### config.mk
export PLATFORM = sky130hd
export DESIGN_NAME = rotate_point_pipe
export DESIGN_NICKNAME = d
export VERILOG_FILES = /design/src/rtl/rotate_point_pipe.sv
export SDC_FILE = /design/constraint.sdc
export NUM_CORES = 1
export LEC_CHECK = 0
export CAP_MARGIN = 30
export CELL_PAD_IN_SITES_DETAIL_PLACEMENT = 1
export CELL_PAD_IN_SITES_GLOBAL_PLACEMENT = 1
export CORE_MARGIN = 2
export CORE_UTILIZATION = 44
export DETAILED_ROUTE_END_ITERATION = 6
export HOLD_SLACK_MARGIN = 0.02
export PLACE_DENSITY_LB_ADDON = 0.1
export SLEW_MARGIN = 20
export SYNTH_ARGS = -nofsm -noshare
export SYNTH_HDL_FRONTEND = slang
export SYNTH_SLANG_ARGS = --single-unit
export TNS_END_PERCENT = 1
### constraint.sdc
create_clock -name clk -period 4.75 [get_ports clk]
set_input_delay 0.7125 -clock clk [delete_from_list [all_inputs] [get_ports clk]]
set_output_delay 0.7125 -clock clk [all_outputs]
set_load 0.03 [all_outputs]
### src/rtl/rotate_point_pipe.sv
// Rotates one pattern point per beat by (cos, sin), with rounding and saturation to OBW.
// Latency 3 cycles, 1 beat/cycle; a stalled output freezes every stage (in_ready = out_ready | ~out_valid).
module rotate_point_pipe #(
  parameter int PBW   = 6,
  parameter int CBW   = 9,
  parameter int CFRAC = 7,
  parameter int OBW   = 6,
  parameter int RND   = 1,
  parameter int NPTS  = 512,
  localparam int IW   = (NPTS > 1) ? $clog2(NPTS) : 1
) (
  input  logic           clk,
  input  logic           rst,
  input  logic           in_valid,
  output logic           in_ready,
  input  logic [PBW-1:0] in_px,
  input  logic [PBW-1:0] in_py,
  input  logic [CBW-1:0] in_cos,
  input  logic [CBW-1:0] in_sin,
  output logic           out_valid,
  input  logic           out_ready,
  output logic [OBW-1:0] out_x,
  output logic [OBW-1:0] out_y,
  output logic           out_sat,
  output logic [IW-1:0]  out_idx,
  output logic           out_last
);

  localparam int PW = PBW + CBW;
  localparam int SW = PW + 1;
  localparam logic signed [SW:0] RC   = (RND != 0) ? (SW+1)'(2**(CFRAC-1)) : '0;
  localparam logic signed [SW:0] OMAX = (SW+1)'(2**(OBW-1) - 1);
  localparam logic signed [SW:0] OMIN = (SW+1)'(-(2**(OBW-1)));
  localparam logic [IW-1:0] LASTIDX   = IW'(NPTS - 1);

  logic en;
  logic v1, v2, v3;
  logic signed [PBW-1:0] spx, spy;
  logic signed [CBW-1:0] scos, ssin;
  logic signed [PW-1:0]  p_xc, p_ys, p_xs, p_yc;
  logic signed [SW-1:0]  sx, sy;
  logic [OBW:0]          rx, ry;
  logic signed [OBW-1:0] x_q, y_q;
  logic                  sat_q;
  logic [IW-1:0]         cnt;

  assign en       = out_ready | ~out_valid;
  assign in_ready = en;

  assign spx  = in_px;
  assign spy  = in_py;
  assign scos = in_cos;
  assign ssin = in_sin;

  // Returns {clipped, value}: round per RND, floor-shift by CFRAC, clamp to OBW.
  function automatic logic [OBW:0] scale(input logic signed [SW-1:0] s);
    logic signed [SW:0] r;
    logic signed [SW:0] q;
    r = (SW+1)'(s) + RC;
    q = r >>> CFRAC;
    if (q > OMAX)      scale = {1'b1, OMAX[OBW-1:0]};
    else if (q < OMIN) scale = {1'b1, OMIN[OBW-1:0]};
    else               scale = {1'b0, q[OBW-1:0]};
  endfunction

  always_comb begin
    rx = scale(sx);
    ry = scale(sy);
  end

  always_ff @(posedge clk) begin
    if (rst) begin
      v1    <= 1'b0;
      v2    <= 1'b0;
      v3    <= 1'b0;
      p_xc  <= '0;
      p_ys  <= '0;
      p_xs  <= '0;
      p_yc  <= '0;
      sx    <= '0;
      sy    <= '0;
      x_q   <= '0;
      y_q   <= '0;
      sat_q <= 1'b0;
      cnt   <= '0;
    end else begin
      if (en) begin
        v1    <= in_valid;
        p_xc  <= PW'(spx) * PW'(scos);
        p_ys  <= PW'(spy) * PW'(ssin);
        p_xs  <= PW'(spx) * PW'(ssin);
        p_yc  <= PW'(spy) * PW'(scos);
        v2    <= v1;
        sx    <= SW'(p_xc) - SW'(p_ys);
        sy    <= SW'(p_xs) + SW'(p_yc);
        v3    <= v2;
        x_q   <= rx[OBW-1:0];
        y_q   <= ry[OBW-1:0];
        sat_q <= rx[OBW] | ry[OBW];
      end
      // The counter names the beat at the output, so it moves only on a completed handshake.
      if (v3 && out_ready)
        cnt <= (cnt == LASTIDX) ? '0 : cnt + IW'(1);
    end
  end

  assign out_valid = v3;
  assign out_x     = x_q;
  assign out_y     = y_q;
  assign out_sat   = sat_q;
  assign out_idx   = cnt;
  assign out_last  = v3 & (cnt == LASTIDX);

endmodule

# After elaboration in Yosys (flattened, before gate mapping)
# Cells that the tools add are included.
# Widths: inputs -> output; s select.
# classes
add_sub_neg	5
mul	4
order_cmp	4
eq_ne	1
n_mux	5
bitwise	4
reduce_logical	1
# op_table
operator	count
$mul 6x9->15	4
$add 16x8->17 const B	2
$mux 7	4
$gt 10x6->1 const B	2
$lt 10x6->1 const B	2
$add 15x15->16	1
$sub 15x15->16	1
$add 9x1->9 const B	1
$eq 9x9->1 const B	1
$mux 9	1
$or 1x1->1	2
$and 1x1->1	1
$logic_and 1x1->1	1
$not 1->1	1
# word_totals
reg_bits	117
inputBits	34
output_inout_bits	25
elab_cells	37

# Depth between registers and ports, before layout
# Gate-level depths: netlist of the first run.
# logic_depth
word_depth	5
depth_mapped	20
depth_no_buf	19

# Least setup slack after synthesis of the first run
# Ideal clock, no wire load.
# synth_timing
kind	in2reg
startpoint	in in_cos[1]
endpoint	reg p_yc[14]
setup_time_ns	0.086
arrival_ns	5.038
t_required_ns	4.664
setup_slack_ns	-0.373
stages	16
path_buffers	1
path_cell_list	clkbuf_1 > nand2_1 > fa_1 > fa_1 > inv_1 > fa_1 > fa_1 > fa_1 > a21o_1 > a21oi_1 > nor2b_1 > o21a_1 > o41ai_1 > o211ai_1 > xnor2_1 > a211oi_1
# synth_via
elab_chain_len	1
# synth_rtl
element	line	text
from (decl)	18	input logic [CBW-1:0] in_cos,
$mul 6x9->15	92	p_yc <= PW'(spy) * PW'(scos);
to (signal assigned)	92	
to (decl)	40	logic signed [PW-1:0] p_xc, p_ys, p_xs, p_yc;
# Every way passes these cells.
# A chain may end at the register's enable or synchronous reset.

# Worst setup path after layout of the first run
# layout_timing
startpoint	in in_cos[5]
endpoint	reg p_yc[14]
# The elaborated chain is that of the path after synthesis.

==> reports/summary.md, run 1 <==
The tools report the antenna diode count as 0. Hold repair after CTS inserted 0 buffers. The post-detailed-route via-to-cell ratio is 5.11. The net switching component of the power is 3.30 mW, and the placed standard-cell area is 14300 µm². The via count of the first global-routing pass was 10784; the fraction of layout cells with a size suffix above 1 was 17.3%.

The main flop type after synthesis was dfxtp_1. The run gives 18.4% as the relative contribution of sequential cells to total power. For the combinational group share of total power, the log shows 71.1%. Measured against its own limit, the worst slew margin works out to 46.9%. The area overhead of the layout relative to synthesis was 21.1%; the max-cap check violation count was 0. The worst register-to-register path begins at p_xs[6]. The initial core utilization was 44.6%; the area taken by multi-input logic gates was 9750 µm².

TritonCTS sink count: 105. STA puts the critical path data required time at 5.01 ns. The root buffer cell chosen for the clock tree is clkbuf_16. The checks that failed: setup timing. In this run the core area contains 61 standard-cell rows. Of the total power, the share spent switching nets is 43.5%. The synthesized instance count came out at 1420. Internal power comes to 4.28 mW. Setup repair after global routing could not meet its margin everywhere. Number of antenna violations at the first check in global routing: 0. Global routing consumed, over all layers together, 23.8% of the routing resources. The post-placement setup slack came out at -0.905 ns. The total area inside the core boundary comes to 27700 µm². The number of I/O pins was 59; the average cell area after synthesis was 8.70 µm². The tools report the reg2reg setup slack as 2.45 ns. TritonCTS built the clock tree. After the last flow step, the layout net total stands at 1905. The synthesis-stage register bit count was 105. The routability congestion estimate from global placement was 0.860; the clock skew after layout was 0.00879 ns. VDD sags by at most 173 µV. On the final layout, the worst hold slack is 0.453 ns.

The DRC marker count from the first detailed-route iteration is 337, and the post-route standard cell area excluding fillers is 15000 µm². The final worst setup slack was -0.0312 ns. The run gives 10.5% as the part of the power in the clock network. The post-route setup TNS was -0.0312 ns.

The H-tree generated during clock tree synthesis spans 3 levels. The tools report the residual DRC count as 0. The min-delay analysis places its worst path in the category reg2reg. The y dimension of the die came out at 172 µm. Number of CTS-inserted buffers: 9. The worst register-to-register path has a depth of 9.

The power per unit of standard cell area is 507 nW/µm². The launching element of the worst setup path was in_cos[5]. Leaving out fill and tap cells, the most frequent cells in the layout are nand2_1 (189), inv_1 (159), buf_4 (153). For the total number of vias, the log shows 10023. The first global-routing pass estimated 55100 µm of wire. In this run the tool buffered the top-level ports with 58 buffer cells. Subtracting the final worst setup slack from the clock period gives 4.78 ns. The x dimension of the die is 172 µm, and the number of pins with negative max-slew slack in the final report is 0. The largest net degree at the start of global routing came out at 79. Before antenna repair, the detailed router went through 4 iterations.

The synthesized design contains 0 enable-type register cells. The end point of the critical path was p_yc[14]. In this run the deepest clock path goes through 2 buffers. The run gives 1960 as the post-layout instance count excluding filler cells. After clock tree synthesis, the clock-pin slew on the worst setup and hold paths is 0.07 ns. The leakage power of the design came out at 7.11 nW.

Dividing the detail-routed wire length by the instance count gives 17.0 µm. The critical path in this run is classified as in2reg. Timing would allow up to 209 MHz.

When the netlist entered floorplanning its net count stood at 1746. Global routing finished with a remaining overflow of 0. The worst setup path is captured at a flop. The count of nets left with antenna violations once routing finished came out at 0. The wire length after detailed routing was 33200 µm. The flow ran to the end, but the final reports show violations.

For the worst setup path, the data arrival time is 5.04 ns. The highest net fanout along the worst path works out to 3. STA classifies the critical path startpoint as an input pin. The library cell used most frequently in the layout, excluding fill and tap cells, is nand2_1.

The die covers 29400 µm². The share of the clock period used by the worst path after layout was 101%. The tools report the terminus of the critical flop-to-flop path as sy[15].

In the synthesized netlist the async set-or-reset flop fraction comes to 0%. At the pin with the least slew margin, the transition time is 0.796 ns. For the hold violation total from the final report, the log shows 0. The logs give 2100 µm² for the register area and 17.0% for the part of the Yosys area used for sequential elements. The synthesized netlist occupies a cell area of 12300 µm².

The number of distinct library cells after synthesis was 55; the Yosys warning count was 0. The total of endpoints with negative setup slack in the final report was 1. After legalization and detailed placement, the total HPWL measured 27100 µm. The filler cell count was 3286. Counting tap cells, the placed design contains a total of 1935 instances. At the later pin of the worst-skew pair, clock insertion delay measures 0.35 ns.
==> cell usage after synthesis, types with 21 or more instances <==
library cell  number  area (µm²)
fa_1             152        3040
nor2_1            63         236
xor2_1            21         184
xnor2_1           59         517
nand2_1          189         709
nor2b_1           35         219
inv_1            168         631
and2_1           138         863
a21oi_1           93         465
ha_1             140        1750
dfxtp_1          105        2100
o21ai_0           23         115
clkbuf_1          61         229
==> repair_timing <==
item,CTS,global route
buffers inserted,10,0
gates cloned,1,0
resized for setup,94,70
pin swaps,30,43
endpoints found under the setup margin,23,21
==> cells by family after synthesis <==
family / share of synthesized area [%]
XOR/XNOR: 5.67
buffers and inverters: 7.05
AND/OR/NAND/NOR: 19.7
AO/OA/AOI/OAI: 11.2
flip-flops: 17.0
adder cells (fa/ha/maj): 38.8
multiplexers: 0.547
==> final cells by class <==
type / count / area share, %
Inverter: 168 / 4.23
Clock inverter: 4 / 0.519
Sequential cell: 105 / 14.1
Timing Repair Buffer: 212 / 11.3
Multi-Input combinational cell: 1083 / 65.2
Clock buffer: 10 / 1.53
Tap cell: 378 / 3.16
==> flip-flops by register name, indices dropped and copies added (netlist names) <==
signal / cells
p_xc: 15
p_xs: 15
p_yc: 15
p_ys: 15
sx: 10
sy: 10
out_idx: 9
out_x: 6
out_y: 6
out_sat: 1
out_valid: 1
v1: 1
v2: 1
==> through the flow <==
stage	power (mW)	utilization (%)
floorplan	4.68	-
finish	7.58	54.0
CTS	7.40	53.3
global route	8.32	54.0
global placement	6.27	51.6
detailed placement	6.42	51.7
==> critical path: stages <==
cell      delay (ns)
buf_8           0.11
and2_4          0.15
fa_1            0.55
inv_2           0.04
fa_1            0.49
inv_2           0.04
fa_1            0.47
fa_1            0.53
fa_2            0.42
a21o_1          0.18
a21oi_2         0.15
nor2b_1         0.06
o21a_1          0.21
o41ai_2         0.33
o211ai_1        0.16
xnor2_1         0.17
a211oi_1        0.26
==> power groups by stage <==
stage | sequential, mW | clock (mW) | combinational (mW)
after floorplan | 1.43 | 0 | 3.24
after global placement | 1.41 | 0 | 4.86
after detailed placement | 1.42 | 0 | 5.00
after CTS | 1.40 | 0.814 | 5.19
after global routing | 1.44 | 0.851 | 6.03
final | 1.40 | 0.796 | 5.39
==> worst min path at each step <==
stage                     cells past startpoint  startpoint  slack, ns       end
after floorplan                               2     p_xc[0]       0.43   p_xc[0]
after global placement                        2    out_y[5]       0.44  out_y[5]
after detailed placement                      2     p_ys[0]       0.45   p_ys[0]
after CTS                                     2     p_ys[0]       0.45   p_ys[0]
after global routing                          2     p_ys[0]       0.47   p_ys[0]
final                                         2     p_ys[0]       0.45   p_ys[0]
==> layer usage <==
layer	vias to the layer above	GRT usage, %	wire length, µm
li1	4886	-	-
met1	4984	31.8	15400
met2	136	41.8	16500
met3	17	2.83	1040
met4	0	3.87	323
met5	-	0	0
(Power assumes the default switching activity.)
==> inputs of run 2 (changes only) <==
Settings changed: CORE_UTILIZATION 44 to 45, DONT_BUFFER_PORTS from default to 1.
==> reports/summary.md, run 2 (synthesis results as in run 1) <==
The power per unit of standard cell area was 502 nW/µm² (-0.93%). The DRC marker count from the first detailed-route iteration was 421 (+25%); the sum of net half-perimeters after detailed placement was 24200 µm (-11%). The logs give 4.83 ns (-0.21 ns) for the worst endpoint data arrival time and 51000 µm (-7.5%) for the wire length of the first global-routing pass.

The post-route total power is 6.54 mW (-14%), and the hold violation total from the final report is 0 (unchanged). Setup repair after global routing could not meet its margin everywhere. The hold path depth came out at 1 (-1). The total of endpoints with negative setup slack in the final report is 0 (-1), and the post-route antenna net violation count is 0 (unchanged).

The met2 routing resource usage after global routing came out at 37.1% (-4.6 points). The y dimension of the die was 170 µm (-1.1%). The fraction of layout cells with a size suffix above 1 came out at 4.83% (-12 points). The tools report the global routing usage summed across all routing layers as 22.5% (-1.3 points). The post-detailed-route via-to-cell ratio came out at 5.32 (+4.0%).

The cell depth of the worst flop-to-flop path was 9 (unchanged). Fraction of met3 tracks used by global routing: 3.47% (+0.64 points). The number of I/O pins is 59 (unchanged).

The number of antenna violations at the first check in global routing is 0 (unchanged), and the highest net fanout along the worst path is 12 (+9). The worst setup path is captured at a flop. The wire length after detailed routing is 30800 µm (-7.3%), and the time the final worst path needs with I/O delays and setup is 4.55 ns (-0.231 ns).

The busiest metal layer after global routing is met2. The total number of vias came out at 9192 (-8.3%). The clock-pin slew on the worst setup and hold paths works out to 0.08 ns (about the same).

The leftover overflow at the end of global routing was 0 (unchanged). For the post-route setup TNS, the log shows 0 ns (+0.0312 ns). The slowest library cell on the worst path was fa_1. For the leakage power of the design, the log shows 6.09 nW (-14%).

The x dimension of the die works out to 170 µm (-1.1%). The final net count was 1708 (-10%). The path type of the worst setup path was in2reg.

The number of buffers added on ports works out to 0 (-100%). The number of pins with negative max-slew slack in the final report was 0 (unchanged); the worst slew margin relative to its limit was 38.8% (-8.2 points). The count of H-tree levels built during CTS is 3 (unchanged), and the via count of the first global-routing pass is 9810 (-9.0%). The logs give 13000 µm² (-13%) for the post-route standard cell area excluding fillers and 45.8% (+1.2 points) for the initial core utilization.

In this run the worst hold path is classified as in2reg. The routed wire length per instance is 17.8 µm (+5.1%), and the share of the clock period used by the worst path after layout is 95.8% (-4.9 points). The clock skew after layout came out at 0.0123 ns (+0.00354 ns). In the layout the commonest cells are nand2_1 (189), inv_1 (166), fa_1 (148).

The tools report the total setup buffers inserted after CTS as 0 (-10). The die footprint was 28800 µm² (-2.2%). For the antenna diode count, the log shows 0 (unchanged). In this run the clock root is driven by a clkbuf_16. The post-cts repair resize count was 0 (-100%). Traced cell by cell, the critical path runs through nand2b_1 -> fa_1 -> fa_1 -> inv_1 -> fa_1 -> fa_1 -> inv_1 -> fa_2 -> nor2b_1 -> o21ai_1 -> a21boi_2 -> o21ai_0 -> nor4b_2 -> o311ai_1 -> xnor2_1 -> a211oi_1. The area overhead of the layout relative to synthesis came out at 5.51%. Global routing usage on met1: 31.4% (-0.40 points). The placed standard-cell area came out at 12700 µm² (-11%). The number of cell rows was 60 (-1.6%). The worst hold path terminates at out_idx[8]. The run finished with clean final reports.

The highest ir drop seen on vdd is 196 µV (+14%), and the maximum clock insertion buffer count is 2 (unchanged). TritonCTS built the clock tree. The startpoint identified for the worst register-to-register timing path is p_xs[6]. The tools report the number of CTS-inserted buffers as 9 (unchanged).

Startpoint of the tightest hold check path: rst. The largest net degree at the start of global routing was 97 (+23%); the max-cap check violation count was 0 (unchanged). The tools report the filler cell count as 3186 (-3.0%). The library cell used most frequently in the layout, excluding fill and tap cells, is nand2_1. The transition time at the pin with the least slew margin works out to 0.918 ns (+0.123 ns).

The run gives 0 (unchanged) as the residual DRC count. For the reg2reg setup slack, the log shows 2.43 ns (-0.02 ns). The cell repeated most along the worst path was fa_1. For the placeable core area, the log shows 27000 µm² (-2.7%).

The run gives 0.36 ns (about the same) as the clock latency on the worst-skew pair. The worst setup path is launched from an input pin. For the TritonCTS sink count, the log shows 105 (unchanged). The number of buffers inserted for hold repair after clock tree synthesis came out at 0 (unchanged).

For the required time at the worst-slack endpoint, the log shows 5.03 ns (+0.02 ns). The delay of the slowest cell on the worst path is 0.55 ns (about the same). For the routability congestion estimate from global placement, the log shows 0.845 (-1.7%). The terminus of the critical flop-to-flop path is sy[15]. The fmax is 220 MHz (+5.1%), and the detailed-router iteration count before antenna repair is 4 (unchanged).
[run 2: changes by cell type in the layout (fill, tap and decap cells not counted), moves of 6 or more]
cell	delta
buf_2	-10
buf_4	-138
clkdlybuf4s50_1	-31
ha_1	+8
ha_4	-6
inv_1	+7
inv_2	-7
[run 2: layer usage]
metal,up-vias,part of all wire (%)
met1,4549,49
met2,128,46
met4,0,0.91
li1,4494,-
met3,21,4.1
met5,-,0
[run 2: power by group]
part | total (mW) | internal (mW) | switching, mW | leakage (nW)
clock | 0.772 | 0.425 | 0.346 | 0.147
combinational | 4.28 | 1.97 | 2.31 | 5.08
sequential | 1.49 | 1.18 | 0.316 | 0.871
total | 6.54 | 3.58 | 2.97 | 6.09
[run 2: worst max path at each step]
stage              start       end  cells past startpoint
2_1_floorplan  in_cos[3]  p_yc[14]                     17
3_3_place_gp   in_cos[3]  p_xc[14]                     17
3_5_place_dp   in_sin[0]  p_ys[14]                     16
4_1_cts        in_cos[0]  p_xc[14]                     16
5_1_grt         in_px[1]  p_xs[14]                     17
6_report       in_cos[0]  p_xc[14]                     16
[run 2: worst max-delay path, delay by kind of cell]
kind | cells | cell delay, ns
AND/OR/NAND/NOR | 3 | 0.48
AO/OA/AOI/OAI | 5 | 0.88
buffers and inverters | 2 | 0.13
adder cells (fa/ha/maj) | 5 | 2.53
XOR/XNOR | 1 | 0.11
[run 2: area by class of cell]
class,count,area (µm²),area share [%]
clock inverters,4,52.6,0.403
clock buffers,12,246,1.89
well taps,341,427,3.27
multi-input cells,1083,9460,72.6
repair buffers,15,113,0.864
inverters,168,633,4.86
flip-flops and latches,105,2100,16.1
[run 2: through the flow]
stage | setup WS, ns | hold WS [ns] | instances | util, %
CTS | 0.188 | 0.405 | 1728 | 48.3
global placement | -0.132 | 0.434 | 1712 | 47.2
finish | 0.200 | 0.421 | 1728 | 48.3
floorplan | -0.0516 | 0.427 | 1420 | -
global route | -0.0549 | 0.392 | 1728 | 48.3
detailed placement | -0.201 | 0.440 | 1712 | 47.2
==> inputs of run 3 (changes only) <==
Settings changed: CTS_BUF_LIST from default to sky130_fd_sc_hd__clkbuf_8.
==> reports/summary.md, run 3 (synthesis results as in run 1) <==
The run finished with clean final reports. The logs give 0 (unchanged) for the number of antenna violations at the first check in global routing and 59 (unchanged) for the number of I/O pins. The routed wire length per instance works out to 17.8 µm (about the same).

The highest net fanout along the worst path is 12 (unchanged). The via count of the first global-routing pass is 9765 (-0.46%), and the fraction of layout cells with a size suffix above 1 is 4.83% (unchanged). The tools report the antenna diode count as 0 (unchanged). TritonCTS built the clock tree.

The number of buffers added on ports came out at 0 (unchanged). The wire length of the first global-routing pass was 50800 µm (-0.30%). The TritonCTS sink count was 105 (unchanged); the clock latency on the worst-skew pair was 0.39 ns (+0.03 ns).

The y dimension of the die was 170 µm (unchanged); the routability congestion estimate from global placement was 0.845 (unchanged). The filler cell count is 3194 (+0.25%), and the wire length after detailed routing is 30800 µm (about the same). Startpoint kind of the worst setup timing path: an input pin. The largest net degree at the start of global routing came out at 97 (unchanged). The run gives 28800 µm² (unchanged) as the die footprint. Kind of end point of the critical path: a flop.

The run gives 4 (unchanged) as the detailed-router iteration count before antenna repair. The sum of net half-perimeters after detailed placement came out at 24200 µm (unchanged). The critical path is of the in2reg type. The switching part of the total power is 46.3% (+0.95 points), and the post-placement setup slack is -0.201 ns (unchanged). The tools report the total placed cells including tap cells as 1712 (unchanged).

The run gives 6.06 nW (-0.62%) as the leakage power of the design. The run gives 39.7% (+0.95 points) as the worst slew margin relative to its limit. Total of endpoints with negative setup slack in the final report: 0 (unchanged). The final worst setup slack is 0.248 ns (+0.0476 ns), and the part of the power in the clock network is 9.2% (-2.6 points).

The number of CTS-inserted buffers is 9 (unchanged), and the maximum clock insertion buffer count is 2 (unchanged). The worst endpoint data arrival time is 4.83 ns (about the same), and the net switching component of the power is 2.94 mW (-1.0%). Total number of vias: 9209 (+0.18%).

The class of the tightest hold or removal check was in2reg. The initial core utilization is 45.8% (unchanged). For the total setup buffers inserted after CTS, the log shows 0 (unchanged). The logs give 22.3% (-0.17 points) for the global routing usage summed across all routing layers and 222 MHz (+1.1%) for the fmax.

The post-detailed-route via-to-cell ratio works out to 5.33 (+0.18%). The top cell types in the final layout, fill and taps aside, are nand2_1 (189), inv_1 (168), fa_1 (148). The post-route setup TNS was 0 ns (unchanged); the cell-internal power was 3.41 mW (-4.7%). The number of pins with negative max-slew slack in the final report came out at 0 (unchanged).

The required time at the worst-slack endpoint was 5.07 ns (+0.04 ns). The leftover overflow at the end of global routing came out at 0 (unchanged). The highest ir drop seen on vdd is 176 µV (-10%), and the area overhead of the layout relative to synthesis is 4.69%. Transition time at the pin with the least slew margin: 0.904 ns (-0.0142 ns). Post-route antenna net violation count: 0 (unchanged).

The post-layout instance count excluding filler cells was 1728 (unchanged); the hold violation total from the final report was 0 (unchanged). The x dimension of the die was 170 µm (unchanged); the clock skew after layout was 0.0232 ns (+0.0108 ns). The logs give 23.5% (+0.7 points) for the relative contribution of sequential cells to total power and 0 (unchanged) for the max-cap check violation count.

For the post-route total power, the log shows 6.34 mW (-3.1%). The combinational group share of total power was 67.3% (+1.9 points). Residual DRC count: 0 (unchanged). The share of the clock period used by the worst path after layout was 94.8% (-1.0 points); the power per unit of standard cell area was 491 nW/µm² (-2.3%).

The root buffer cell chosen for the clock tree is clkbuf_8. The most frequent standard cell in the layout excluding fill and tap cells is nand2_1. For the placeable core area, the log shows 27000 µm² (unchanged).

The run gives 3 (unchanged) as the count of H-tree levels built during CTS. DRC marker count from the first detailed-route iteration: 429 (+1.9%). The tools report the final net count as 1708 (unchanged). The time the final worst path needs with I/O delays and setup works out to 4.50 ns (-0.0476 ns). Setup repair after global routing could not meet its margin everywhere.

The number of cell rows is 60 (unchanged), and the clock-pin slew on the worst setup and hold paths is 0.12 ns (+0.04 ns).
## run 3: cell count changes in the layout (fill, tap and decap cells not counted), sizes merged
| cell | change |
|---|---|
| inv | +2 |
| clkbuf | -2 |
## run 3: area by class of cell
type	count	area [µm²]	area share (%)
well taps	341	427	3.30
multi-input cells	1083	9460	73.1
repair buffers	15	113	0.871
clock inverters	6	60.1	0.465
inverters	168	633	4.90
clock buffers	10	138	1.06
flip-flops and latches	105	2100	16.3
## run 3: power groups by stage
stage | clock network (mW) | logic, mW | registers [mW]
floorplan | 0 | 3.24 | 1.43
global placement | 0 | 4.17 | 1.51
detailed placement | 0 | 4.25 | 1.52
CTS | 0.606 | 4.31 | 1.50
global route | 0.646 | 4.88 | 1.54
finish | 0.582 | 4.27 | 1.49
## run 3: final timing paths
check	startpoint	endpoint	slack (ns)	cells after the start
setup / recovery	in_cos[0]	p_xc[14]	0.25	16
hold / removal	rst	out_idx[8]	0.38	1
setup reg to reg	p_xs[6]	sy[11]	2.40	9
hold reg to reg	p_yc[0]	p_yc[0]	0.45	2
## run 3: critical path, stage by stage
cell and delay [ns]:
nand2b_1 0.15, fa_1 0.52, fa_1 0.55, inv_1 0.05, fa_1 0.52, fa_1 0.55
inv_1 0.07, fa_2 0.39, nor2b_1 0.14, o21ai_1 0.11, a21boi_2 0.16, o21ai_0 0.11
nor4b_2 0.19, o311ai_1 0.28, xnor2_1 0.11, a211oi_1 0.22
## run 3: through the flow
stage / utilization [%] / hold slack [ns] / instance area, µm²
2_1_floorplan: - / 0.427 / 12400
3_3_place_gp: 47.2 / 0.434 / 12700
3_5_place_dp: 47.2 / 0.440 / 12700
4_1_cts: 47.9 / 0.357 / 12900
5_1_grt: 48.0 / 0.347 / 12900
6_report: 48.0 / 0.380 / 12900
## run 3: what timing repair did
| item | 4_1_cts | 5_1_grt |
|---|---|---|
| hold buffers | 0 | 0 |
| resized for setup | 0 | 4 |
| endpoints found under the setup margin | 0 | 6 |
## run 3: routing by layer
layer	share of wire, %	up-vias	wire, µm	global-route usage, %
met2	46	124	14200	36.9
met4	0.81	0	248	3.27
met5	0	-	0	0
li1	-	4495	-	-
met1	49	4575	15200	31.6
met3	3.9	15	1190	3.33
